$ cat config.mk
export PLATFORM = sky130hd
export DESIGN_NAME = gpio_walk_monitor
export DESIGN_NICKNAME = d
export VERILOG_FILES = /design/src/rtl/gpio_walk_monitor.sv
export SDC_FILE = /design/constraint.sdc
export NUM_CORES = 1
export LEC_CHECK = 0
export ABC_CLOCK_PERIOD_IN_PS = 9800
export CELL_PAD_IN_SITES_DETAIL_PLACEMENT = 0
export CELL_PAD_IN_SITES_GLOBAL_PLACEMENT = 1
export CORE_MARGIN = 1.5
export CORE_UTILIZATION = 30
export DETAILED_ROUTE_END_ITERATION = 12
export GPL_ROUTABILITY_DRIVEN = 1
export PLACE_DENSITY = 0.56
export SYNTH_ARGS = -nofsm -noshare
export SYNTH_HDL_FRONTEND = slang
export SYNTH_SLANG_ARGS = --single-unit
$ cat constraint.sdc
create_clock -name clk -period 9.8 [get_ports clk]
set_input_delay 1.96 -clock clk [delete_from_list [all_inputs] [get_ports clk]]
set_output_delay 1.96 -clock clk [all_outputs]
set_load 0.02 [all_outputs]
$ cat src/rtl/gpio_walk_monitor.sv
// Receive-side checker for a walking-one GPIO pattern. Each pin must be the only
// one high for prescaler ms, pins in order 0..NUM_PINS-1, then all pins low.
// Each pin's dwell is measured against a +/-TOL window. A correct walk raises
// done. Any fault raises error with a cause code.
module gpio_walk_monitor #(
  parameter int unsigned NUM_PINS      = 34,
  parameter int unsigned CYCLES_PER_MS = 10000,
  parameter int unsigned TOL           = 16,
  parameter int unsigned SYNC_STAGES   = 2
) (
  input  logic                clk,
  input  logic                nrst,
  input  logic                en,
  input  logic                clear,
  input  logic [NUM_PINS-1:0] gpio_in,
  input  logic [13:0]         prescaler,
  output logic [5:0]          pin_idx,
  output logic [27:0]         dwell_cnt,
  output logic                done,
  output logic                error,
  output logic [1:0]          err_code
);

  localparam logic [1:0] ErrNone    = 2'd0;
  localparam logic [1:0] ErrPattern = 2'd1;
  localparam logic [1:0] ErrDwell   = 2'd2;
  localparam logic [1:0] ErrPresc   = 2'd3;
  localparam logic [5:0] LastPin    = 6'(NUM_PINS - 1);

  typedef enum logic [2:0] {StIdle, StArmed, StDwell, StDone, StErr} state_e;

  state_e        state_q;
  logic [13:0]   presc_q;
  logic [27:0]   cnt_q;
  logic [5:0]    pin_idx_q;
  logic [27:0]   dwell_cnt_q;
  logic          done_q;
  logic          error_q;
  logic [1:0]    err_code_q;

  logic [NUM_PINS-1:0] sync_q [SYNC_STAGES];
  logic [NUM_PINS-1:0] s;
  logic [NUM_PINS-1:0] cur_hot;
  logic [NUM_PINS-1:0] nxt_hot;
  logic [27:0]         d_val;
  logic [28:0]         hi_wide;
  logic [27:0]         lo;
  logic [27:0]         hi;

  // Synchronizer chain; cleared only by reset, runs through clear and en=0.
  always_ff @(posedge clk) begin
    if (!nrst) begin
      for (int i = 0; i < SYNC_STAGES; i++) sync_q[i] <= '0;
    end else begin
      sync_q[0] <= gpio_in;
      for (int i = 1; i < SYNC_STAGES; i++) sync_q[i] <= sync_q[i-1];
    end
  end

  assign s = sync_q[SYNC_STAGES-1];

  // Dwell window from the latched prescaler; hi saturates, lo floors at 1.
  always_comb begin
    d_val   = 28'(presc_q) * 28'(CYCLES_PER_MS);
    hi_wide = {1'b0, d_val} + 29'(TOL);
    hi      = hi_wide[28] ? '1 : hi_wide[27:0];
    lo      = (d_val > 28'(TOL)) ? (d_val - 28'(TOL)) : 28'd1;
    cur_hot = NUM_PINS'(1) << pin_idx_q;
    // Shifts out to zero past the last pin; the last-pin case is guarded separately.
    nxt_hot = cur_hot << 1;
  end

  // Walk FSM with registered outputs.
  always_ff @(posedge clk) begin
    if (!nrst) begin
      state_q     <= StIdle;
      presc_q     <= '0;
      cnt_q       <= '0;
      pin_idx_q   <= '0;
      dwell_cnt_q <= '0;
      done_q      <= 1'b0;
      error_q     <= 1'b0;
      err_code_q  <= ErrNone;
    end else if (clear || !en) begin
      state_q     <= StIdle;
      cnt_q       <= '0;
      pin_idx_q   <= '0;
      dwell_cnt_q <= '0;
      done_q      <= 1'b0;
      error_q     <= 1'b0;
      err_code_q  <= ErrNone;
    end else begin
      case (state_q)
        StIdle: begin
          presc_q <= prescaler;
          if (prescaler == 14'd0) begin
            state_q    <= StErr;
            error_q    <= 1'b1;
            err_code_q <= ErrPresc;
          end else begin
            state_q <= StArmed;
          end
        end
        StArmed: begin
          if (s == '0) begin
            state_q <= StArmed;
          end else if (s == NUM_PINS'(1)) begin
            state_q   <= StDwell;
            pin_idx_q <= '0;
            cnt_q     <= 28'd1;
          end else begin
            state_q    <= StErr;
            pin_idx_q  <= '0;
            error_q    <= 1'b1;
            err_code_q <= ErrPattern;
          end
        end
        StDwell: begin
          if (s == cur_hot) begin
            // Stuck pin: fire as soon as the count would pass hi.
            if (cnt_q >= hi) begin
              state_q    <= StErr;
              error_q    <= 1'b1;
              err_code_q <= ErrDwell;
            end else begin
              cnt_q <= cnt_q + 28'd1;
            end
          end else if ((cnt_q < lo) || (cnt_q > hi)) begin
            state_q    <= StErr;
            error_q    <= 1'b1;
            err_code_q <= ErrDwell;
          end else if ((pin_idx_q < LastPin) && (s == nxt_hot)) begin
            pin_idx_q   <= pin_idx_q + 6'd1;
            dwell_cnt_q <= cnt_q;
            cnt_q       <= 28'd1;
          end else if ((pin_idx_q == LastPin) && (s == '0)) begin
            dwell_cnt_q <= cnt_q;
            state_q     <= StDone;
            done_q      <= 1'b1;
          end else begin
            state_q    <= StErr;
            error_q    <= 1'b1;
            err_code_q <= ErrPattern;
          end
        end
        StDone: begin
          state_q <= StDone;
        end
        StErr: begin
          state_q <= StErr;
        end
        default: begin
          state_q <= StIdle;
        end
      endcase
    end
  end

  assign pin_idx   = pin_idx_q;
  assign dwell_cnt = dwell_cnt_q;
  assign done      = done_q;
  assign error     = error_q;
  assign err_code  = err_code_q;

endmodule

Yosys cells after proc, flatten, opt, wreduce, memory -nomap -nowiden:

Memories as Yosys holds them, arrays and structs flattened.
Index checks and enable logic that the tools add are counted.

* logic and storage cells: 114
* output and inout bits: 38
* memories kept: 1
* RAM bits: 68
* register bits: 83
* input port bits: 52

* shift operators: 1
* add/subtract/negate cells: 4
* multipliers: 1
* bitwise logic cells: 7
* reduce and logical (&&, ||, !) cells: 19
* magnitude comparators: 5
* multiplexer cells: 47
* eq/ne operators: 21

Memory list
* sync_q: words 2, bits a word 34, read ports 2, clocked after Yosys merged registers in 0, wr ports 2, RTL line 41 `logic [NUM_PINS-1:0] sync_q [SYNC_STAGES];`

Operators by type and width (number)
* $mux W28: 10
* $eq A34 B34 Y1: 2
* $mux W34: 2
* $pmux W28 S2: 1
* $eq A34 B1 Y1 const B: 1
* $logic_not A34 Y1: 1
* $shl A1 B6 Y34 const A: 1
* $add A28 B5 Y29 const B: 1
* $add A28 B1 Y28 const B: 1
* $ge A28 B28 Y1: 1
* $gt A28 B28 Y1: 1
* $gt A28 B5 Y1 const B: 1
* $lt A28 B28 Y1: 1
* $sub A28 B5 Y28 const B: 1
* $mul A14 B10 Y24 const B: 1
* $mux W3: 8
* $mux W6: 4
* $mux W2: 8
* $pmux W3 S5: 1
* $logic_not A14 Y1: 1
* $ne A2 B2 Y1 const B: 7
* $ne A3 B3 Y1 const B: 4
* $pmux W6 S2: 1
* $mux W1: 10
* 23 further kinds: 35

Depth between registers and ports, before layout:

Gate-level depths: netlist of run 1.

* word-level depth: 8
* gate-level depth with buffers: 38
* gate-level depth less buffers: 33

Worst setup path after synthesis of run 1:

No wires, ideal clock.

* kind: register -> register
* from: register presc_q[4]
* to: register pin_idx_q[3] (netlist: pin_idx[3])
* period minus slack after synthesis: 8.174 ns
* library setup time: 0.072 ns
* data arrival time: 8.102 ns
* stages on the path, launching flop included: 36
* required time: 9.728 ns
* path buffers: 5
* path slack: 1.626 ns
* path through: dfxtp_1 -> inv_1 -> fa_1 -> inv_1 -> ha_1 -> inv_1 -> fa_1 -> inv_1 -> ha_1 -> inv_1 -> fa_1 -> inv_1 -> ha_1 -> buf_2 -> o211ai_1 -> a21oi_1 -> o21ai_0 -> and2_1 -> clkbuf_1 -> nand4_1 -> nor4_1 -> and4_1 -> and3_1 -> clkbuf_1 -> buf_2 -> nor2_1 -> ha_1 -> nand4_1 -> or4_1 -> or4_1 -> a21o_1 -> a2111oi_4 -> o21ai_1 -> buf_2 -> nor3_1 -> mux2i_1

* word-level cells in the longest chain between the ends: 7
* elaborated cells on any way between the ends: 11
* those cells by class: add/sub: 2; mul: 1; order compare: 3; eq/ne: 1; mux: 2; reduce/logical: 2

Ends and longest elaborated chain
* start, declared: RTL line 33 `logic [13:0] presc_q;`
* start signal, assigned: RTL line 95 `presc_q <= prescaler;`
* $mul A14 B10 Y24 *: RTL line 64 `d_val = 28'(presc_q) * 28'(CYCLES_PER_MS);`
* $sub A28 B5 Y28 (tied with other cells): RTL line 67 `lo = (d_val > 28'(TOL)) ? (d_val - 28'(TOL)) : 28'd1;`
* $mux W28, on equally long branches: RTL line 67, 66
* $lt A28 B28 Y1 or $gt A28 B28 Y1 (tied branches): RTL line 128 `end else if ((cnt_q < lo) || (cnt_q > hi)) begin`
* $logic_or A1 B1 Y1 *: RTL line 128
* $ne A2 B2 Y1 (no line) *
* $reduce_and A5 Y1 (no line) *
* end signal, assigned: RTL line 133 `pin_idx_q <= pin_idx_q + 6'd1;`
* end, declared: RTL line 35 `logic [5:0] pin_idx_q;`

Mark *: on every way between the ends. The rest lies on a longest branch, timed or not.
A chain may end at the register's enable or synchronous reset.

Worst setup path after layout of run 1:

* from: register presc_q[3]
* to: register pin_idx_q[4] (netlist: pin_idx[4])

Same word-level chain as after synthesis.

==> qor.log, run 1 <==
qor: placed_design.detailed_place_hpwl 29,500 µm
qor: synth.post_synth_most_frequent_cells sky130_fd_sc_hd__nor2_1, sky130_fd_sc_hd__dfxtp_1, sky130_fd_sc_hd__ha_1
qor: clock_tree.clk-insertion-delay-late 0.47 ns
qor: sta.fin_max_slew_vios 0
qor: detailed_routing.dr.first_iter.drc_count 685
qor: final_layout.num_antenna_cells 0
qor: floorplanning.design.portCount 90
qor: synth.yosys.cell_count.top_type sky130_fd_sc_hd__nor2_1
qor: sta.finalSetupViolations 0
qor: critical_path.largest_fanout_on_the_critical_path 15
qor: clock_tree.number_of_sinks_handled_by_clock_tree_synthesis 151
qor: final_layout.finish.utilization 34.9%
qor: synth.synth-main-ff-cell sky130_fd_sc_hd__dfxtp_1
qor: critical_path.crit_path_top_delay_cell sky130_fd_sc_hd__or4_1
qor: sta.finalHoldViolCount 0
qor: clock_tree.cts.path.max_buffers 2
qor: hold_path.holdPathStages 1
qor: clock_tree.numCtsBuffers 17
qor: sta.post-route-min-period 9.03 ns
qor: sta.totalNegativeSetupSlack 0 ns
qor: grt.grt_antenna_before_repair 0
qor: sta.min_period_over_period 92.1%
qor: synth.asyncSetResetFlopFracSynth 0%
qor: synth.netlist-cell-type-count 96
qor: grt.track_usage 18.6%
qor: final_layout.area.growth.synth_to_final 14.5%
qor: synth.synth_seq_cells 151
qor: placed_design.place.gp.congestion 0.850
qor: critical_path.rr_startpoint presc_q[3]
qor: final_layout.multiInputGateArea 8560 µm²
qor: final_layout.sequential_cell_area 3020 µm²
qor: critical_path.end_kind register
qor: synth.synth-seq-area-share 24.3%
qor: pwr.power-per-cell-area 122 nW/µm²
qor: synth.mappedNetlistNets 1,725
qor: final_layout.fillerInstances 4,320
qor: floorplanning.effective_utilization_at_floorplan 30.5%
qor: detailed_routing.postRouteAntennaNets 0
qor: detailed_routing.wire_per_inst 18.0 µm
qor: floorplanning.rows 74
qor: synth.syn-cell-area 12,400 µm²
qor: clock_tree.cts_tree built
qor: run.timing.max_cap.violations 0
qor: clock_tree.cts_resized 0
qor: critical_path.r2r_setup_slack 0.77 ns
qor: critical_path.timing.rr.end pin_idx[4]
qor: critical_path.critPathKind reg -> reg
qor: grt.largest_net_degree_at_the_start_of_global_routing 70
qor: status.outcome completed
qor: critical_path.cp_common_cell sky130_fd_sc_hd__ha_1
qor: clock_tree.cts-htree-levels 4
qor: grt.via_count_of_the_first_global_routing_pass 10.8k
qor: grt.grt_pass1_wl 60,900 µm
qor: hold_path.worst_hold_endpoint sync_q[0][52]
qor: synth.syn-mean-instance-area 8.22 µm²
qor: floorplanning.area_of_the_die 42,700 µm²
qor: synth.postSynthCellCount 1,513
qor: hold_path.worstHoldPathType reg -> reg
qor: critical_path.worst-path-buf-inv 5
qor: sta.clock-skew-final 0.0145 ns
qor: clock_tree.cts_post_setup_buffers_inserted 0
qor: sta.tightest_slew 1.03 ns
qor: detailed_routing.drc 0
qor: sta.finalHoldWorstSlack 0.428 ns
qor: sta.max_slew_margin 30.8%
qor: clock_tree.ctsRootBufferMaster sky130_fd_sc_hd__clkbuf_16
qor: sta.achievable-frequency 111 MHz
qor: floorplanning.chipWidth 207 µm
qor: critical_path.timing.critical_path.max_delay_family simple AND/OR/NAND/NOR gates
qor: synth.synth_top_cells_by_area sky130_fd_sc_hd__dfxtp_1, sky130_fd_sc_hd__ha_1, sky130_fd_sc_hd__nor2_1, sky130_fd_sc_hd__fa_1, sky130_fd_sc_hd__mux2i_1
qor: pwr.power_leakage 6.06 nW
qor: detailed_routing.firstDrtPassIters 5
qor: placed_design.placement.io_buffers 89
qor: critical_path.arrival 9.43 ns
qor: synth.synth_edf_count 0
qor: critical_path.crit_required 10.20 ns
qor: floorplanning.die_y 207 µm
qor: critical_path.worst_r2r_path_depth 29
qor: detailed_routing.post_drt_via_cell_ratio 5.16
qor: final_layout.fraction_of_layout_instances_using_a_drive_strength_above_1 5.65%
qor: floorplanning.coreArea 40,800 µm²
qor: detailed_routing.postRouteWirelength 37,900 µm
qor: pwr.vdd_drop_max 0.127 mV
qor: placed_design.dpl_worst_slack 0.789 ns
qor: critical_path.timing.critical_path.depth 29
qor: sta.setup_ws 0.770 ns
qor: synth.synth_top_area_share 24.3%
qor: critical_path.worst_setup_path_start_kind register
qor: clock_tree.postCtsHoldBufs 0
qor: clock_tree.clock_slew_at_reported_path_ffs 0.07 ns
qor: critical_path.max_stage_delay 0.62 ns
qor: synth.yosys_warnings 0
qor: grt.overflow 0
qor: final_layout.nets 1,774
qor: hold_path.min_delay_startpoint sync_q[0][18]
qor: pwr.report.power.total 1.74 mW
qor: synth.yosys.area.top_type sky130_fd_sc_hd__dfxtp_1
qor: sta.grt_setup_unrepaired no
qor: detailed_routing.routed-via-count 10.9k
metrics by stage:
stage	cells	cell area (µm²)
2_1_floorplan	1513	12400
3_3_place_gp	2075	13700
3_5_place_dp	2075	13700
4_1_cts	2107	14200
5_1_grt	2107	14200
6_report	2107	14200
sequential cells by signal (all words and copies together), names as in the netlist, 2 cells and up:
register / flops
sync_q: 68
cnt_q: 28
dwell_cnt: 28
presc_q: 14
pin_idx: 6
state_q: 3
err_code: 2
final cells by class:
type	count	area share, %
flip-flops and latches	151	21.2
repair buffers	104	7.04
well taps	532	4.67
inverters	120	3.16
clock buffers	17	2.99
multi-input cells	1168	60.1
clock inverters	15	0.852
worst max path at each step:
stage                     from          to  slack [ns]
global placement    presc_q[4]  pin_idx[4]        0.91
detailed placement  presc_q[3]  pin_idx[4]        0.79
finish              presc_q[3]  pin_idx[4]        0.77
floorplan           presc_q[4]  pin_idx[3]        1.63
global route        presc_q[4]  pin_idx[4]        0.08
CTS                 presc_q[4]  pin_idx[4]        0.76
power breakdown:
part	internal, mW	switching (mW)
logic	0.188	0.277
registers	0.630	0.0212
clock network	0.327	0.295
total	1.15	0.593
layout by cell type (no fill, tap or decap), drive strengths merged, types with 26 or more instances in the layout:
cell type / netlist / final
a21oi: 60 / 60
and2: 76 / 76
clkdlybuf4s50: 0 / 89
dfxtp: 151 / 151
fa: 29 / 29
ha: 131 / 131
inv: 119 / 124
mux2i: 50 / 50
nand2: 105 / 105
nand3: 34 / 34
nand4: 29 / 29
nor2: 163 / 163
nor3: 30 / 30
nor4: 26 / 26
o21ai: 77 / 77
xnor2: 36 / 36
routing by layer:
| metal | part of all wire, % | GRT usage [%] | routed length, µm |
|---|---|---|---|
| met1 | 52 | 26.9 | 19600 |
| met2 | 42 | 27.9 | 16000 |
| met5 | 0 | 0 | 0 |
| met4 | 1.5 | 5.15 | 574 |
| met3 | 4.6 | 3.64 | 1760 |
kinds of logic after synthesis:
| logic type | share of synthesized area (%) |
|---|---|
| muxes | 4.24 |
| DFF | 24.3 |
| xor gates and xnor gates | 4.23 |
| buffers and inverters | 7.00 |
| and+or+nand+nor | 26.8 |
| adders and majority gates | 17.8 |
| AOI/OAI and AO/OA | 15.6 |
(Power assumes the default switching activity.)
==> run 2: changes to the inputs <==
- CORE_UTILIZATION: 30 -> 46
- PLACE_DENSITY: 0.56 -> 0.8
==> qor.log, run 2 (synthesized netlist as in run 1, its figures left out) <==
qor: clock_tree.cts.path.max_buffers 2
qor: hold_path.worst_hold_endpoint sync_q[0][65]
qor: grt.overflow 0
qor: sta.finalSetupViolations 0
qor: critical_path.timing.critical_path.max_delay_family simple AND/OR/NAND/NOR gates
qor: grt.largest_net_degree_at_the_start_of_global_routing 70
qor: final_layout.area.growth.synth_to_final 13.5%
qor: pwr.report.power.total 1.82 mW
qor: floorplanning.area_of_the_die 28,000 µm²
qor: detailed_routing.postRouteWirelength 33,700 µm
qor: run.timing.max_cap.violations 0
qor: grt.via_count_of_the_first_global_routing_pass 10.5k
qor: detailed_routing.post_drt_via_cell_ratio 5.77
qor: sta.max_slew_margin 34.5%
qor: final_layout.largest_reg_flops 68
qor: clock_tree.number_of_sinks_handled_by_clock_tree_synthesis 151
qor: critical_path.cp_common_cell sky130_fd_sc_hd__inv_1
qor: final_layout.most_frequent_standard_cell_in_the_layout_excluding_fill_and_tap_cells sky130_fd_sc_hd__nor2_1
qor: placed_design.place.gp.congestion 0.939
qor: hold_path.holdPathStages 1
qor: placed_design.dpl_worst_slack 0.596 ns
qor: critical_path.critPathKind reg -> reg
qor: sta.clock-skew-final 0.0109 ns
qor: clock_tree.ctsRootBufferMaster sky130_fd_sc_hd__clkbuf_16
qor: final_layout.registers.top_by_ff_count sync_q
qor: floorplanning.rows 60
qor: detailed_routing.routed-via-count 11.1k
qor: sta.post-route-min-period 9.12 ns
qor: clock_tree.postCtsHoldBufs 0
qor: final_layout.fillerInstances 2,555
qor: detailed_routing.firstDrtPassIters 5
qor: sta.setup_ws 0.681 ns
qor: detailed_routing.dr.first_iter.drc_count 798
qor: placed_design.detailed_place_hpwl 25,900 µm
qor: critical_path.worst_r2r_path_depth 31
qor: detailed_routing.wire_per_inst 17.6 µm
qor: floorplanning.design.portCount 90
qor: floorplanning.coreArea 26,700 µm²
qor: clock_tree.cts_resized 0
qor: sta.finalHoldViolCount 0
qor: sta.grt_setup_unrepaired no
qor: clock_tree.numCtsBuffers 17
qor: grt.track_usage 24.6%
qor: critical_path.timing.rr.end pin_idx[4]
qor: pwr.power-per-cell-area 129 nW/µm²
qor: detailed_routing.postRouteAntennaNets 0
qor: sta.min_period_over_period 93.0%
qor: pwr.power_leakage 6.12 nW
qor: critical_path.largest_fanout_on_the_critical_path 23
qor: final_layout.multiInputGateArea 8560 µm²
qor: hold_path.min_delay_startpoint sync_q[0][31]
qor: clock_tree.cts_tree built
qor: critical_path.arrival 9.48 ns
qor: pwr.vdd_drop_max 0.118 mV
qor: critical_path.crit_required 10.16 ns
qor: floorplanning.effective_utilization_at_floorplan 46.5%
qor: final_layout.final_cell_mix sky130_fd_sc_hd__nor2_1, sky130_fd_sc_hd__dfxtp_1, sky130_fd_sc_hd__ha_1, sky130_fd_sc_hd__inv_1, sky130_fd_sc_hd__nand2_1
qor: sta.finalHoldWorstSlack 0.434 ns
qor: critical_path.r2r_setup_slack 0.68 ns
qor: clock_tree.clock_slew_at_reported_path_ffs 0.07 ns
qor: critical_path.end_kind register
qor: sta.fin_max_slew_vios 0
qor: grt.grt_antenna_before_repair 0
qor: hold_path.worstHoldPathType reg -> reg
qor: critical_path.crit_path_top_delay_cell sky130_fd_sc_hd__or4_1
qor: final_layout.sequential_cell_area 3020 µm²
qor: floorplanning.chipWidth 167 µm
qor: critical_path.rr_startpoint presc_q[4]
qor: final_layout.nets 1,776
qor: critical_path.worst-path-buf-inv 7
qor: status.outcome completed
qor: floorplanning.die_y 167 µm
qor: detailed_routing.drc 0
qor: final_layout.num_antenna_cells 0
qor: critical_path.worst_setup_path_start_kind register
qor: sta.achievable-frequency 110 MHz
qor: sta.totalNegativeSetupSlack 0 ns
qor: final_layout.fraction_of_layout_instances_using_a_drive_strength_above_1 5.77%
qor: sta.tightest_slew 0.969 ns
qor: placed_design.placement.io_buffers 89
qor: critical_path.max_stage_delay 0.62 ns
qor: final_layout.post_layout_nonfiller_instances 1,918
qor: clock_tree.cts-htree-levels 4
qor: grt.grt_pass1_wl 55,600 µm
qor: clock_tree.clk-insertion-delay-late 0.43 ns
qor: placed_design.dp_cells 1,883
run 2: cell count changes in the layout (fill, tap and decap cells not counted), moves of 2 or more:
cell and delta:
sky130_fd_sc_hd__clkinv_4 -3, sky130_fd_sc_hd__bufinv_16 +3, sky130_fd_sc_hd__buf_4 +2, sky130_fd_sc_hd__clkinv_8 +2, sky130_fd_sc_hd__clkinvlp_4 -3
run 2: layer usage:
| metal | global-route usage, % | up-vias | routed length, µm |
|---|---|---|---|
| met4 | 5.88 | 0 | 537 |
| met1 | 35.7 | 5237 | 16700 |
| met3 | 4.16 | 29 | 2060 |
| met2 | 37.9 | 321 | 14500 |
| li1 | - | 5472 | - |
| met5 | 0 | - | 0 |
run 2: final cells by class:
type	instances	share of cell area [%]
Clock inverter	15	1.49
Tap cell	341	3.02
Sequential cell	151	21.4
Timing Repair Buffer	106	7.22
Inverter	120	3.19
Multi-Input combinational cell	1168	60.6
Clock buffer	17	3.01
run 2: metrics by stage:
step           util (%)  area, µm²
2_1_floorplan         -      12400
3_3_place_gp       50.3      13500
3_5_place_dp       50.3      13500
4_1_cts            52.7      14100
5_1_grt            52.8      14100
6_report           52.8      14100
run 2: worst max-delay path by stage:
stage,startpoint,end,depth (start not counted)
final,presc_q[4],pin_idx[4],31
after global routing,presc_q[3],pin_idx[4],31
after CTS,presc_q[3],dwell_cnt[11],31
after detailed placement,presc_q[4],dwell_cnt[11],33
after global placement,presc_q[4],dwell_cnt[8],32
after floorplan,presc_q[4],pin_idx[3],35
run 2: where the power goes:
group	internal [mW]	total, mW	switching, mW
Combinational	0.190	0.457	0.267
Clock	0.413	0.715	0.302
Sequential	0.630	0.651	0.0209
Total	1.23	1.82	0.590
run 2: repair_timing:
item / in CTS / in global routing
setup endpoints to repair: 0 / 2
hold endpoints to repair: 0 / 0
setup buffers: 0 / 3
run 2: worst reg2reg max path: cells and delay by family, from the launching register on:
kind	cells	cell delay, ns
buf+inv	7	0.62
compound gates	6	1.57
flops	1	0.39
simple gates	11	3.66
fa+ha+maj	7	2.81
